--- config.mk ---
export PLATFORM = sky130hd
export DESIGN_NAME = csa_sum_sequencer
export DESIGN_NICKNAME = d
export VERILOG_FILES = /design/src/rtl/csa_sum_sequencer.sv
export SDC_FILE = /design/constraint.sdc
export NUM_CORES = 1
export LEC_CHECK = 0
export ABC_AREA = 0
export CAP_MARGIN = 20
export CORE_ASPECT_RATIO = 0.7
export CORE_MARGIN = 2
export CORE_UTILIZATION = 65
export CTS_CLUSTER_DIAMETER = 120
export DETAILED_ROUTE_END_ITERATION = 6
export PLACE_DENSITY = 0.95
export SYNTH_ARGS = -nofsm -noshare
export SYNTH_HDL_FRONTEND = slang
export SYNTH_SLANG_ARGS = --single-unit
export TNS_END_PERCENT = 100
--- constraint.sdc ---
create_clock -name clk -period 16.7 [get_ports clk]
set_input_delay 4.175 -clock clk [delete_from_list [all_inputs] [get_ports clk]]
set_output_delay 4.175 -clock clk [all_outputs]
set_load 0.1 [all_outputs]
--- src/rtl/csa_sum_sequencer.sv ---
// csa_sum_sequencer: sums a burst of unsigned 32-bit operands, four at a time,
// through one shared carry-save 4-operand adder into a wide accumulator.
// multiple_adder_csa_4x32 is the shared adder and lives in this file as well.

// Four-operand 32-bit adder: two 3:2 carry-save layers followed by one carry-propagate add.
module multiple_adder_csa_4x32 (
  input  logic [31:0] x,
  input  logic [31:0] y,
  input  logic [31:0] z,
  input  logic [31:0] w,
  output logic [34:0] sum
);

  logic [32:0] s1;
  logic [32:0] c1;
  logic [32:0] w_ext;
  logic [33:0] s2;
  logic [33:0] c2;

  // First layer compresses x, y, z into a sum/carry pair; second layer folds in w.
  always_comb begin
    s1    = {1'b0, x ^ y ^ z};
    c1    = {(x & y) | (x & z) | (y & z), 1'b0};
    w_ext = {1'b0, w};
    s2    = {1'b0, s1 ^ c1 ^ w_ext};
    c2    = {(s1 & c1) | (s1 & w_ext) | (c1 & w_ext), 1'b0};
    sum   = {1'b0, s2} + {1'b0, c2};
  end

endmodule

module csa_sum_sequencer #(
  parameter int CNT_W = 8
) (
  input  logic               clk,
  input  logic               rst,
  input  logic               start,
  input  logic [CNT_W-1:0]   op_count,
  output logic               busy,
  input  logic               in_valid,
  output logic               in_ready,
  input  logic [31:0]        in_data,
  output logic               out_valid,
  input  logic               out_ready,
  output logic [32+CNT_W-1:0] out_sum
);

  localparam int ACC_W = 32 + CNT_W;

  typedef enum logic [1:0] {
    IDLE,
    COLLECT,
    ADD,
    DONE
  } state_t;

  state_t            state;
  logic [ACC_W-1:0]  acc;
  logic [ACC_W-1:0]  acc_next;
  logic [31:0]       slot_x;
  logic [31:0]       slot_y;
  logic [31:0]       slot_z;
  logic [31:0]       slot_w;
  logic [CNT_W-1:0]  remaining;
  logic [1:0]        slot_idx;
  logic [34:0]       group_sum;
  logic              last_slot;

  // The adder sees only slot registers, so in_data never reaches out_sum combinationally.
  multiple_adder_csa_4x32 u_adder (
    .x   (slot_x),
    .y   (slot_y),
    .z   (slot_z),
    .w   (slot_w),
    .sum (group_sum)
  );

  // Accumulator update applied in ADD, and the condition that closes a group in COLLECT.
  always_comb begin
    acc_next  = acc + ACC_W'(group_sum);
    last_slot = (slot_idx == 2'd3) || (remaining == CNT_W'(1));
  end

  // Sequencer FSM; busy, in_ready, out_valid and out_sum are registered alongside the state.
  always_ff @(posedge clk or posedge rst) begin
    if (rst) begin
      state     <= IDLE;
      busy      <= 1'b0;
      in_ready  <= 1'b0;
      out_valid <= 1'b0;
      out_sum   <= '0;
      acc       <= '0;
      slot_x    <= '0;
      slot_y    <= '0;
      slot_z    <= '0;
      slot_w    <= '0;
      remaining <= '0;
      slot_idx  <= '0;
    end else begin
      case (state)
        IDLE: begin
          if (start) begin
            acc  <= '0;
            busy <= 1'b1;
            if (op_count != '0) begin
              slot_x    <= '0;
              slot_y    <= '0;
              slot_z    <= '0;
              slot_w    <= '0;
              remaining <= op_count;
              slot_idx  <= '0;
              in_ready  <= 1'b1;
              state     <= COLLECT;
            end else begin
              out_sum   <= '0;
              out_valid <= 1'b1;
              state     <= DONE;
            end
          end
        end

        COLLECT: begin
          if (in_valid && in_ready) begin
            case (slot_idx)
              2'd0:    slot_x <= in_data;
              2'd1:    slot_y <= in_data;
              2'd2:    slot_z <= in_data;
              default: slot_w <= in_data;
            endcase
            slot_idx  <= slot_idx + 2'd1;
            remaining <= remaining - CNT_W'(1);
            if (last_slot) begin
              in_ready <= 1'b0;
              state    <= ADD;
            end
          end
        end

        ADD: begin
          acc      <= acc_next;
          slot_x   <= '0;
          slot_y   <= '0;
          slot_z   <= '0;
          slot_w   <= '0;
          slot_idx <= '0;
          if (remaining == '0) begin
            out_sum   <= acc_next;
            out_valid <= 1'b1;
            state     <= DONE;
          end else begin
            in_ready <= 1'b1;
            state    <= COLLECT;
          end
        end

        DONE: begin
          if (out_ready) begin
            out_valid <= 1'b0;
            busy      <= 1'b0;
            state     <= IDLE;
          end
        end

        default: begin
          state     <= IDLE;
          busy      <= 1'b0;
          in_ready  <= 1'b0;
          out_valid <= 1'b0;
        end
      endcase
    end
  end

endmodule

Yosys cells after proc, flatten, opt, wreduce, memory -nomap -nowiden
Cells that the tools add are included.
{"block": "word_totals", "ff_bits": 223, "word_cells": 121, "inputBits": 45, "out_inout_bits": 43}
{"block": "op_classes", "n_bitwise": 14, "eq_ne": 19, "mux": 48, "n_reduce_logical": 24, "add_sub_neg": 4}
{"op": "32-bit case mux with 3 select lines", "count": 4}
{"op": "32-bit two-way mux", "count": 10}
{"op": "40-bit two-way mux", "count": 4}
{"op": "40-bit case mux with 2 select lines", "count": 2}
{"op": "32-bit bitwise AND", "count": 4}
{"op": "33-bit OR", "count": 2}
{"op": "32-bit OR", "count": 2}
{"op": "32-bit XOR", "count": 2}
{"op": "40-bit by 35-bit adder with 40-bit output", "count": 1}
{"op": "33-bit by 34-bit adder with 35-bit output", "count": 1}
{"op": "32-bit by 33-bit bitwise AND with 33-bit output", "count": 1}
{"op": "33-bit by 32-bit bitwise AND with 33-bit output", "count": 1}
{"op": "32-bit by 33-bit XOR with 33-bit output", "count": 1}
{"op": "33-bit by 32-bit XOR with 33-bit output", "count": 1}
{"op": "5-bit AND reduction", "count": 5}
{"op": "8-bit two-way mux", "count": 3}
{"op": "2-bit two-way mux", "count": 9}
{"op": "2-bit != test (second input constant)", "count": 9}
{"op": "8-bit case mux with 2 select lines", "count": 1}
{"op": "4-bit AND reduction", "count": 4}
{"op": "1-bit two-way mux", "count": 10}
{"op": "2-bit == test (second input constant)", "count": 4}
{"op": "8-bit by 1-bit == test with 1-bit output (second input constant)", "count": 1}
{"op": "8-bit logical NOT", "count": 1}
{"op": "other kinds (18)", "count": 26}

Depth between registers and ports, before layout
Gate-level depths: netlist of run 1.
{"block": "depth", "word_depth": 10, "mapped_depth": 15, "mapped_depth_nobuf": 15}

Hierarchy
A second synthesis of run 1 with hierarchy kept.
{"block": "unflattened", "hier_cells": 1471, "hier_area_um2": 13595.5}
{"mod": "csa_sum_sequencer", "area_each_um2": 10501.3, "seq_area_each_um2": 5580.4, "cells_per_inst": 1136, "instances": 1}
{"mod": "multiple_adder_csa_4x32", "area_each_um2": 3094.2, "seq_area_each_um2": 0.0, "cells_per_inst": 335, "instances": 1}

Worst setup path before layout of run 1
Ideal clock, no wire load.
{"block": "synth_path", "path_type": "input to register", "from": "in op_count[6]", "to": "reg in_ready", "required_ps": 16559, "setup_time_ps": 141, "path_stages": 9, "n_path_buf": 2, "t_arrival_ps": 5750, "slack_ps": 10809, "path_cell_list": "nor4_1 > nand2_1 > or3_1 > a21o_1 > buf_6 > or2_1 > clkbuf_2 > a31oi_1 > a31oi_1"}
{"block": "synth_via", "elab_chain_cells": 3}
{"item": "start: declaration", "line_no": "38", "source": "input logic [CNT_W-1:0] op_count,"}
{"item": "8-bit nonzero test", "line_no": "105", "source": "if (op_count != '0) begin"}
{"item": "2-bit != test (no line)"}
{"item": "6-bit AND reduction (no line)"}
{"item": "end signal: assignment", "line_no": "112", "source": "in_ready <= 1'b1;"}
{"item": "end signal: assignment", "line_no": "133", "source": "in_ready <= 1'b0;"}
{"item": "end signal: assignment", "line_no": "151", "source": "in_ready <= 1'b1;"}
{"item": "end: declaration", "line_no": "41", "source": "output logic in_ready,"}
Every way passes these cells.
A chain may end at the register's enable or synchronous reset.

Worst setup path in the final report of run 1
{"block": "layout_path", "from": "in op_count[2]", "to": "reg slot_w[8]"}
{"block": "layout_via", "elab_chain_cells": 3}
{"item": "8-bit nonzero test", "line_no": "105"}
{"item": "2-bit != test (no line)"}
{"item": "5-bit AND reduction (no line)"}
{"item": "end signal: assignment", "line_no": "128", "source": "default: slot_w <= in_data;"}
{"item": "end: declaration", "line_no": "63", "source": "logic [31:0] slot_w;"}
Every way passes these cells.

==> flow_summary_export.csv, run 1 <==
group,metric,value,unit
run_status,status,"completed",
layout,area_growth,13.9,%
timing,period_minus_slack,6.30,ns
critical_path,worst-setup-path-type,"in2reg",
detailed_routing,viasPerCell,5.90,
placed_design,hpwl,22.2,mm
critical_path,crit_fanout,36,
critical_path,critical_path_arrival,6.66,ns
floorplanning,io_pins,88,
floorplanning,die_h,123,µm
placed_design,port_buffers,87,
placed_design,place.gp.congestion,0.919,
synthesis,yosysSeqAreaShare,0.427,
layout,drive_gt1_frac,0.0438,
critical_path,cp.buffers_inverters,2,
floorplanning,start_util,0.662,
detailed_routing,vias,10300,
timing,setup-tns-final,0,ns
detailed_routing,drt-initial-drc-count,1061,
critical_path,critPathLaunchType,"input port",
timing,setup_ws,10.40,ns
cts,cts.clk_slew.worst_paths,0.06,ns
min_path,hp-class,"reg2reg",
layout,final_nets,1653,
synthesis,syn_area_per_cell,9.25,µm²
critical_path,end_kind,"flip-flop",
cts,cts_buffers,22,
critical_path,r2r-start,"slot_x[1]$_DFFE_PP0P_",
cts,clockRootBuffer,"clkbuf_16",
floorplanning,row_count,43,
floorplanning,dieArea,21300,µm²
run,maxCapViolCount,0,
floorplanning,core_area,19700,µm²
synthesis,synth_area,13100,µm²
critical_path,startpoint,"op_count[2]",
critical_path,crit_chain,"clkdlybuf4s50_1 > nor4_1 > nand2_1 > a21oi_1 > o22ai_2 > o21ai_4 > buf_4 > o21ai_0",
placed_design,dp_slack,9.75,ns
timing,fin_crit_sh,0.377,
timing,drv_slew,0,
global_routing,antenna_found_initial,0,
synthesis,ys_async_sr_fraction,1.00,
cts,hold_buffers,0,
floorplanning,die_w,174,µm
critical_path,crit_slowest_cell,"buf_4",
timing,hold_viol,0,
global_routing,grt_max_degree,87,
timing,slew_headroom,0.325,
synthesis,synth_flop_cell,"dfrtp_1",
cts,ctsResizeCount,0,
synthesis,synth_cells,1414,
cts,clock_sinks,223,
detailed_routing,drt-total-wl,31.2,mm
timing,fmax,159,MHz
timing,rsz0062_at_grt,"false",
timing,tightest_slew,1.01,ns
synthesis,synth_edf_count,0,
critical_path,worstPathRequired,17.06,ns
cts,clk_path_buf_depth,3,
detailed_routing,dr.pass1.iters,6,
cts,insertion_delay,0.51,ns
detailed_routing,wl_per_cell,17.8,µm
critical_path,crit_family,"compound AO/OA/AOI/OAI gates",
cts,cts_max_level,1,
synthesis,yosys_warnings,0,
layout,n_antenna_cell,0,
detailed_routing,drc,0,
critical_path,critPathMaxStageDelay,0.46,ns
global_routing,grt_pass1_vias,10700,
cts,cts_tree,"done",
synthesis,ys_ff_latch,223,
timing,setup_viol,0,
detailed_routing,antenna_left,0,
synthesis,syn-num-nets,1597,
global_routing,gr-total-overflow,0,
global_routing,gr-usage-all-layers,0.308,
cts,post_cts_buffers,0,
timing,skew,0.0149,ns
synthesis,ys_types,62,
global_routing,grt_pass1_wl,52.3,mm
min_path,hp-start,"acc[26]$_DFFE_PP0P_",
[synthesized netlist by cell type (3+ instances only)]
library cell / number / area [µm²]
nand2_1: 321 / 1200
dfrtp_1: 223 / 5580
o21ai_0: 202 / 1010
inv_1: 191 / 717
fa_1: 96 / 1920
a21oi_1: 58 / 290
clkbuf_1: 51 / 191
ha_1: 42 / 526
nor2_1: 31 / 116
xnor2_1: 23 / 201
buf_2: 12 / 60.1
nand3_1: 12 / 60.1
xor2_1: 11 / 96.3
a21o_1: 10 / 75.1
nand4_1: 10 / 62.6
o31ai_1: 9 / 67.6
a31oi_1: 7 / 43.8
and3_1: 7 / 43.8
o21ai_1: 7 / 35.0
a22o_1: 6 / 52.6
nor2b_1: 6 / 37.5
nor3_1: 6 / 30.0
o211ai_1: 6 / 45.0
nor4_1: 5 / 31.3
o21bai_1: 5 / 37.5
a211o_1: 4 / 35.0
a211oi_1: 4 / 30.0
a21boi_0: 4 / 30.0
o21a_1: 4 / 30.0
and2_1: 3 / 18.8
nand2b_1: 3 / 18.8
[layer usage]
layer  global-route usage  up-vias  wire length [µm]
met5                    0        -                 0
met4                0.120        0              1150
met3               0.0471      107              2350
met2                0.512      519             14700
met1                0.419     5051             13000
li1                     -     4672                 -
[cell families (layout without fill, tap and decap cells)]
kind of cell	Yosys count	count (layout)	synth area share
simple gates	417	417	0.134
buf+inv	257	328	0.0759
xor+xnor	34	34	0.0228
mux	1	1	0.000766
fa+ha+maj	138	138	0.187
flops	223	223	0.427
compound gates	344	344	0.153
[stage by stage]
stage	cells	hold slack, ns	util	area, µm²
after global routing	1755	0.503	0.754	14900
after global placement	1716	0.458	0.717	14200
after detailed placement	1716	0.463	0.717	14200
final	1755	0.478	0.754	14900
after CTS	1755	0.478	0.754	14900
after floorplan	1414	0.446	-	13100
[worst reg2reg max path, delay by kind of cell (launching register included)]
family	cells	cell delay, ns
simple gates	1	0.27
buf+inv	2	0.10
flops	1	0.41
compound gates	5	1.25
fa+ha+maj	5	2.24
xor+xnor	1	0.43
[path summary, 6_finish.rpt]
| check | endpoint | cells past startpoint | slack [ns] |
|---|---|---|---|
| worst max-delay path | slot_w[8]$_DFFE_PP0P_ | 8 | 10.40 |
| worst min-delay path | acc[26]$_DFFE_PP0P_ | 2 | 0.48 |
| worst max register to register | acc[19]$_DFFE_PP0P_ | 14 | 11.83 |
| worst min register to register | acc[26]$_DFFE_PP0P_ | 2 | 0.48 |
| max in group asynchronous | slot_z[22]$_DFFE_PP0P_ | 4 | 10.43 |
| min in group asynchronous | slot_z[4]$_DFFE_PP0P_ | 2 | 4.15 |
[cell usage in the layout, fill, tap and decap left out, drive strengths merged, types with 3 or more instances in the layout]
cell type        n
a22o             6
or3              3
nand4           10
clkbuf          35
nor3             6
a211oi           4
nor2            31
o211ai           6
a211o            4
nand2b           3
fa              96
and2             4
a21o            11
o31ai           10
o21ai          210
inv            191
a21oi           58
buf             11
dfrtp          223
ha              42
a21boi           4
nand2          321
nand3           12
o21a             4
and3             7
a22oi            3
nor4             6
a31oi            8
o21bai           5
xnor2           23
xor2            11
clkdlybuf4s50   87
nor2b            6
[sequential cells by signal (all words and copies together), names as in the netlist, 8 cells and up]
name and cells:
acc 40, out_sum 40, slot_w 32, slot_x 32, slot_y 32, slot_z 32, remaining 8
[cell type report]
type	count	area [µm²]
tap	270	338
multi-input combinational	934	6560
clock buffer	35	671
fill	1311	4850
inverter	191	724
sequential	223	5580
timing repair buffer	98	953
clock inverter	4	73.8
Power of run 1 is left out: the tool's default activity adds up to more than one toggle a clock period on the data nets, which glitch-free logic cannot reach.
==> inputs of run 2 (changes only) <==
Settings changed: CORE_UTILIZATION 65 to 60, PLACE_DENSITY 0.95 to 0.9.
Clock period 16.7 ns to 6.2 ns, I/O delays scaled along.
==> flow_summary_export.csv, run 2 (synthesis results as in run 1) <==
group,metric,value,unit
cts,insertion_delay,0.52,ns
global_routing,antenna_found_initial,0,
global_routing,grt_pass1_wl,52.0,mm
layout,final_nets,1655,
layout,top_regs,"acc x40, out_sum x40",
critical_path,rr_worst_depth,15,
timing,setup-tns-final,0,ns
detailed_routing,dr.pass1.iters,5,
cts,cts_max_level,1,
timing,fin_crit_sh,0.763,
placed_design,port_buffers,87,
timing,drv_slew,0,
critical_path,reg2reg_slack,1.47,ns
global_routing,use_met2,0.453,
timing,skew,0.0165,ns
timing,fmax,211,MHz
cts,cts_buffers,23,
global_routing,gr-total-overflow,0,
detailed_routing,drc,0,
timing,slew_headroom,0.297,
floorplanning,die_w,180,µm
run_status,status,"completed",
cts,post_cts_buffers,0,
global_routing,use_met1,0.401,
run,maxCapViolCount,0,
floorplanning,start_util,0.608,
floorplanning,core_area,21500,µm²
detailed_routing,drt-initial-drc-count,1045,
layout,final_cell_mix,"321 x nand2_1, 223 x dfrtp_1, 202 x o21ai_0",
floorplanning,dieArea,23000,µm²
cts,cts_tree,"done",
placed_design,hpwl,21.4,mm
timing,setup_viol,0,
timing,hold_viol,0,
detailed_routing,wl_per_cell,17.3,µm
detailed_routing,antenna_left,0,
critical_path,r2r-start,"slot_x[1]$_DFFE_PP0P_",
critical_path,critical_path_arrival,5.11,ns
critical_path,startpoint,"slot_x[1]$_DFFE_PP0P_",
cts,clk_path_buf_depth,3,
placed_design,place.gp.congestion,0.936,
layout,area_growth,14.5,%
layout,final_common_cell,"nand2_1",
global_routing,gr-usage-all-layers,0.278,
detailed_routing,vias,10100,
cts,cts.clk_slew.worst_paths,0.06,ns
global_routing,busiest_layer,"met2",
layout,n_antenna_cell,0,
critical_path,worstPathRequired,6.57,ns
critical_path,worst-setup-path-type,"reg2reg",
min_path,hp-class,"reg2reg",
global_routing,use_met3,0.0445,
min_path,hold_path_depth,2,
global_routing,grt_max_degree,121,
detailed_routing,drt-total-wl,30.5,mm
cts,ctsResizeCount,0,
timing,period_minus_slack,4.73,ns
critical_path,crit_fanout,4,
min_path,hp-start,"out_sum[34]$_DFFE_PP0P_",
global_routing,grt_pass1_vias,10300,
critical_path,critPathLaunchType,"flip-flop",
floorplanning,row_count,45,
critical_path,end_kind,"flip-flop",
floorplanning,die_h,128,µm
timing,rsz0062_at_grt,"false",
cts,clockRootBuffer,"clkbuf_16",
cts,clock_sinks,223,
layout,drive_gt1_frac,0.0491,
floorplanning,io_pins,88,
timing,tightest_slew,1.05,ns
detailed_routing,viasPerCell,5.73,
cts,hold_buffers,0,
[run 2: cell type report]
type | instances | area (µm²)
fillers | 1568 | 6530
repair buffers | 99 | 981
clock inverters | 12 | 145
multi-input cells | 934 | 6560
clock buffers | 29 | 638
flip-flops and latches | 223 | 5580
well taps | 282 | 353
inverters | 191 | 721
[run 2: final timing paths]
kind                                           end
min in group asynchronous  out_sum[35]$_DFFE_PP0P_
hold reg to reg            out_sum[34]$_DFFE_PP0P_
hold / removal             out_sum[34]$_DFFE_PP0P_
setup reg to reg           out_sum[15]$_DFFE_PP0P_
max in group asynchronous   slot_w[11]$_DFFE_PP0P_
setup / recovery           out_sum[15]$_DFFE_PP0P_
[run 2: metrics by stage]
step	cells	worst slack [ns]	utilization	instance area, µm²	hold slack, ns
detailed placement	1729	1.58	0.660	14200	0.467
finish	1770	1.47	0.696	15000	0.474
floorplan	1414	1.74	-	13100	0.446
CTS	1770	1.56	0.696	15000	0.481
global placement	1728	1.88	0.659	14200	0.457
global route	1770	1.36	0.696	15000	0.508
[run 2: routing by layer]
metal,part of all wire,vias up
met5,0,-
met4,0.021,0
met3,0.070,54
met2,0.47,407
met1,0.44,5015
li1,-,4668
[run 2: critical path: stages, from the launching register on]
cell and delay (ns):
dfrtp_1 0.40, fa_1 0.55, inv_1 0.06, fa_1 0.51
inv_1 0.05, fa_1 0.43, ha_1 0.26, fa_1 0.43
a21oi_1 0.29, o211ai_1 0.20, nand3_1 0.14, nor4b_1 0.53
o21bai_1 0.13, a21oi_1 0.23, mux2i_1 0.27, o21ai_0 0.12
Power of run 2 is left out for the same reason.
==> RTL change 1: new RTL, config.mk and constraints of run 1 <==
Make the reset (`rst`) synchronous in one clocked block.
--- a/src/rtl/csa_sum_sequencer.sv
+++ b/src/rtl/csa_sum_sequencer.sv
@@ -83,5 +83,5 @@
 
   // Sequencer FSM; busy, in_ready, out_valid and out_sum are registered alongside the state.
-  always_ff @(posedge clk or posedge rst) begin
+  always_ff @(posedge clk) begin
     if (rst) begin
       state     <= IDLE;
Function: differs if rst is asserted again (counterexample within 4 cycles, from zero or initial values and one cycle with rst high); with rst held inactive, the same outputs for 4 cycles.
==> RTL change 1 against run 1 <==
- largest cell class unchanged
- worst setup slack got worse by 620 ps
- area after synthesis is 2.0% lower
- critical endpoint is now out_sum[39]$_SDFFE_PP0P_
- wire length grew 8.3%
- core utilization up 0.44 points
- sequential cell count is the same
- design area down 2.6%
- highest routed layer unchanged
Power is left out: it rests on default switching activity, and per cell area and clock period it moved more than threefold.
==> RTL change 1: results (changes against run 1) <==
[worst_setup_path]
r2r-end = out_sum[39]$_SDFFE_PP0P_
cp_top_family = simple AND/OR/NAND/NOR gates
path_max_fanout = 22  ; -39%
cpPeakStageDelay_ps = 750  ; +290 ps
slowest_stage = nor2_1
worst_r2r_path_depth = 16  ; +2
r2r_slack_ps = 12060  ; +230 ps
worst_ep_arrival_time_ps = 7300  ; +640 ps
rr_startpoint = slot_x[1]$_SDFFE_PP0P_

[sta]
slew_headroom_pct = 23.49  ; -9.0 points
fin_skew_ps = 14.25  ; -0.6271 ps

[min_path]
hold_depth = 2  ; unchanged
hold_end = slot_w[10]$_SDFFE_PP0P_
min_from = slot_w[10]$_SDFFE_PP0P_

[global_route]
grt_max_degree = 107  ; +23%
grt_pass1_vias = 11020  ; +2.9%
grt_pass1_wl_mm = 53.88  ; +3.0%

[run_status]
run_status = complete, no violations

[clock_tree]
cts_buffers = 21  ; -4.5%
cts_resized = 0  ; unchanged

[synthesis]
syn-num-nets = 1731  ; +8.4%
ys_async_sr_fraction_pct = 0  ; -100 points
ys_seq_area_share_pct = 34.83  ; -7.9 points
ys_top_cells_by_area = dfxtp_1, fa_1, a21oi_1
synthTopCellsByCount = dfxtp_1, nand2_1, a21oi_1, inv_1, nand3_1
synthDistinctLibCells = 71  ; +15%

[final_layout]
drive_gt1_share_pct = 4.543  ; +0.17 points
multi_input_gates = 1038  ; +11%
sh_seq_area_pct = 30.76  ; -6.7 points
nets = 1754  ; +6.1%
clock_buffers = 27  ; -23%
clock_area_share_pct = 4.939  ; -0.058 points
signal_buffers = 95  ; -3.1%
fillCellCount = 1301  ; -0.76%
inverters = 192  ; +0.52%
area_delta_synth_final_pct = 13.24
multiInputGateArea_um2 = 7337  ; +12%
layout.nonclk_buf_share_pct = 6.517  ; +0.12 points

[routing]
drtIter0Drc = 1165  ; +9.8%
viasPerCell = 6.062  ; +2.8%
wl_mm = 33.75  ; +8.3%

[place]
dpl.hpwl_mm = 22.51  ; +1.5%
pre_cts_ws_ps = 9425  ; -328.4 ps
gp_congestion = 0.9508  ; +3.5%

## RTL change 1: cell count changes after synthesis, moves of 42 or more
cell / change
nand3_1: +144
dfrtp_1: -223
nand2_1: -110
nor2_1: +42
a21oi_1: +146
o21ai_0: -164
dfxtp_1: +223
## RTL change 1: kinds of logic after synthesis
| group | share of synthesized area [%] |
|---|---|
| muxes | 0.3221 |
| AOI/OAI and AO/OA | 17.88 |
| DFF | 34.83 |
| and+or+nand+nor | 17.12 |
| buffers and inverters | 8.638 |
| adders and majority gates | 19.09 |
| xor gates and xnor gates | 2.118 |
## RTL change 1: tightest hold or removal path, cell delays in order, from the launching register on
cell,delay (ps)
dfxtp_1,310
nand2_1,50
a21oi_1,50
## RTL change 1: worst max-delay path by stage
stage                 from                        to  slack (ps)  cells past startpoint
2_1_floorplan  op_count[6]  out_sum[10]$_SDFFE_PP0P_       10830                      9
3_3_place_gp   op_count[2]  out_sum[39]$_SDFFE_PP0P_        9680                     11
3_5_place_dp   op_count[2]  out_sum[39]$_SDFFE_PP0P_        9430                     11
4_1_cts        op_count[2]  out_sum[39]$_SDFFE_PP0P_        9910                     11
5_1_grt        op_count[2]  out_sum[39]$_SDFFE_PP0P_        9550                     10
6_report       op_count[2]  out_sum[39]$_SDFFE_PP0P_        9780                     11
## RTL change 1: per-layer routing
metal,GRT usage (%),up-vias,part of all wire (%)
met4,11.76,0,3.4
met5,0,-,0
met2,54.32,532,48
li1,-,5189,-
met1,42.86,5397,41
met3,4.534,91,7.4
## RTL change 1: metrics by stage
stage                     utilization, %  hold WS, ps  instance area, um^2  cells
after floorplan                        -        422.5                12820   1548
after global placement             71.93        441.4                13760   1809
after detailed placement           71.93        446.3                13760   1809
after CTS                          75.67        456.5                14480   1846
after global routing               75.88        479.0                14520   1849
final                              75.88        456.7                14520   1849
==> RTL change 2: new RTL, settings of run 1 <==
Without the edit above. `CNT_W`: 8 -> 6.
--- a/src/rtl/csa_sum_sequencer.sv
+++ b/src/rtl/csa_sum_sequencer.sv
@@ -31,5 +31,5 @@
 
 module csa_sum_sequencer #(
-  parameter int CNT_W = 8
+  parameter int CNT_W = 6
 ) (
   input  logic               clk,
Interface: changed (resized op_count and out_sum); port bits go from 88 to 84. The function was not compared with the original's and may differ.
==> RTL change 2 against run 1 <==
- critical path depth grew 1
- via count down 3.2%
- non-clock buffer count decreased by 5
- sequential cell count decreased by 6
- worst setup slack worse by 260 ps
- area after synthesis down 3.3%
- design area fell by 3.0%
- wire length down 0.64%
Power is left out: the tool's default activity adds up to more than one toggle a clock period on the data nets, which glitch-free logic cannot reach.
==> RTL change 2: results (changes against run 1) <==
[run_status]
run_status = complete, no violations

[global_route]
grt_pass1_wl_mm = 50.57  ; -3.4%
grt_max_degree = 153  ; +76%
track_usage_pct = 31.28  ; +0.45 points
grt_pass1_vias = 10200  ; -4.8%

[synthesis]
synthMuxAreaShare_pct = 0  ; -0.077 points
synth-xor-area-share_pct = 2.148  ; -0.13 points
synthDistinctLibCells = 58  ; -6.5%
syn-num-nets = 1533  ; -4.0%
synth_compound_area_share_pct = 14.96  ; -0.32 points
synth-adder-area-share_pct = 19.36  ; +0.64 points
yosysWarningCount = 0  ; unchanged
synthTopCellsByCount = nand2_1, dfrtp_1, o21ai_0, inv_1, fa_1
ys_top_cells_by_area = dfrtp_1, fa_1, nand2_1
ys_seq_area_share_pct = 42.97  ; +0.28 points

[clock_tree]
clk_latency_ps = 520
path_clk_slew_ps = 60  ; about the same
cts_root_buf = clkbuf_16
post-cts-setup-buffers = 0  ; unchanged

[sta]
fmax_ghz = 0.1525  ; -4.0%
slew_headroom_pct = 24.55  ; -8.0 points
fin_skew_ps = 17.43  ; +2.548 ps

[place]
place_area_um2 = 13630  ; -3.7%
gp_congestion = 0.9165  ; -0.23%
dpl.hpwl_mm = 20.80  ; -6.2%
port_buffers = 83  ; -4.6%

[final_layout]
drive_gt1_share_pct = 4.972  ; +0.59 points
nets = 1593  ; -3.6%
fillCellCount = 1221  ; -6.9%
diodes = 0  ; unchanged
reg_top3 = acc x38, out_sum x38

[routing]
drtIter0Drc = 1035  ; -2.5%
drtPass1Iterations = 5  ; -1
viasPerCell = 5.922  ; +0.43%
wl_per_cell_um = 18.30  ; +3.1%

[worst_setup_path]
worst_ep_arrival_time_ps = 6940  ; +280 ps
cpPeakStageDelay_ps = 830  ; +370 ps
slowest_stage = o22ai_1
worst_r2r_path_depth = 18  ; +4
path_max_fanout = 34  ; -5.6%

[min_path]
hold_depth = 2  ; unchanged
hp-class = reg2reg

-- RTL change 2: cell types whose count changed after synthesis, moves of 7 or more --
cell     change
a21o_1      +12
buf_2       -12
nand2_1     -12
o21ai_0     -10
inv_1        -7
xnor2_1      -7
-- RTL change 2: layout make-up --
cell class                      instances  area (um^2)  area share [%]
Clock buffer                           33        663.1           4.591
Clock inverter                          7        98.84          0.6843
Inverter                              186        705.7           4.886
Multi-Input combinational cell        892         6277           43.46
Sequential cell                       217         5430           37.60
Tap cell                              264        330.3           2.287
Timing Repair Buffer                   93        938.4           6.497
-- RTL change 2: stage by stage --
| stage | utilization (%) | worst slack [ps] | instances | hold WS [ps] |
|---|---|---|---|---|
| after floorplan | - | 6589 | 1352 | 445.8 |
| after global placement | 71.87 | 9721 | 1650 | 458.2 |
| after detailed placement | 71.87 | 9572 | 1650 | 464.0 |
| after CTS | 75.89 | 10060 | 1690 | 483.3 |
| after global routing | 76.14 | 9968 | 1692 | 503.5 |
| final | 76.14 | 10140 | 1692 | 478.5 |
-- RTL change 2: path summary, 6_finish.rpt --
path / start / endpoint / slack [ps]
min reg2reg: out_sum[5]$_DFFE_PP0P_ / out_sum[5]$_DFFE_PP0P_ / 480
max: op_count[2] / slot_w[5]$_DFFE_PP0P_ / 10140
max in group asynchronous: rst / slot_w[17]$_DFFE_PP0P_ / 11560
min in group asynchronous: rst / remaining[2]$_DFFE_PP0P_ / 4010
min: out_sum[5]$_DFFE_PP0P_ / out_sum[5]$_DFFE_PP0P_ / 480
max reg2reg: slot_x[1]$_DFFE_PP0P_ / out_sum[37]$_DFFE_PP0P_ / 11440
-- RTL change 2: cell families (layout without fill, tap and decap cells) --
| kind of cell | after synthesis | count (layout) |
|---|---|---|
| adders and majority gates | 138 | 138 |
| DFF | 217 | 217 |
| AOI/OAI and AO/OA | 327 | 327 |
| buffers and inverters | 243 | 319 |
| and+or+nand+nor | 396 | 396 |
| xor gates and xnor gates | 31 | 31 |
-- RTL change 2: worst max-delay path, delay by kind of cell --
family / cells / cell delay, ps
compound gates: 4 / 1490
buf+inv: 2 / 890
simple gates: 3 / 360
-- RTL change 2: per-layer routing --
layer  routed length (um)  up-vias  track usage [%]
met2                14620      535            50.25
met3                 2887       92            6.318
met5                    0        -                0
li1                     -     4470                -
met1                12430     4923            43.12
met4                 1020        0            10.79
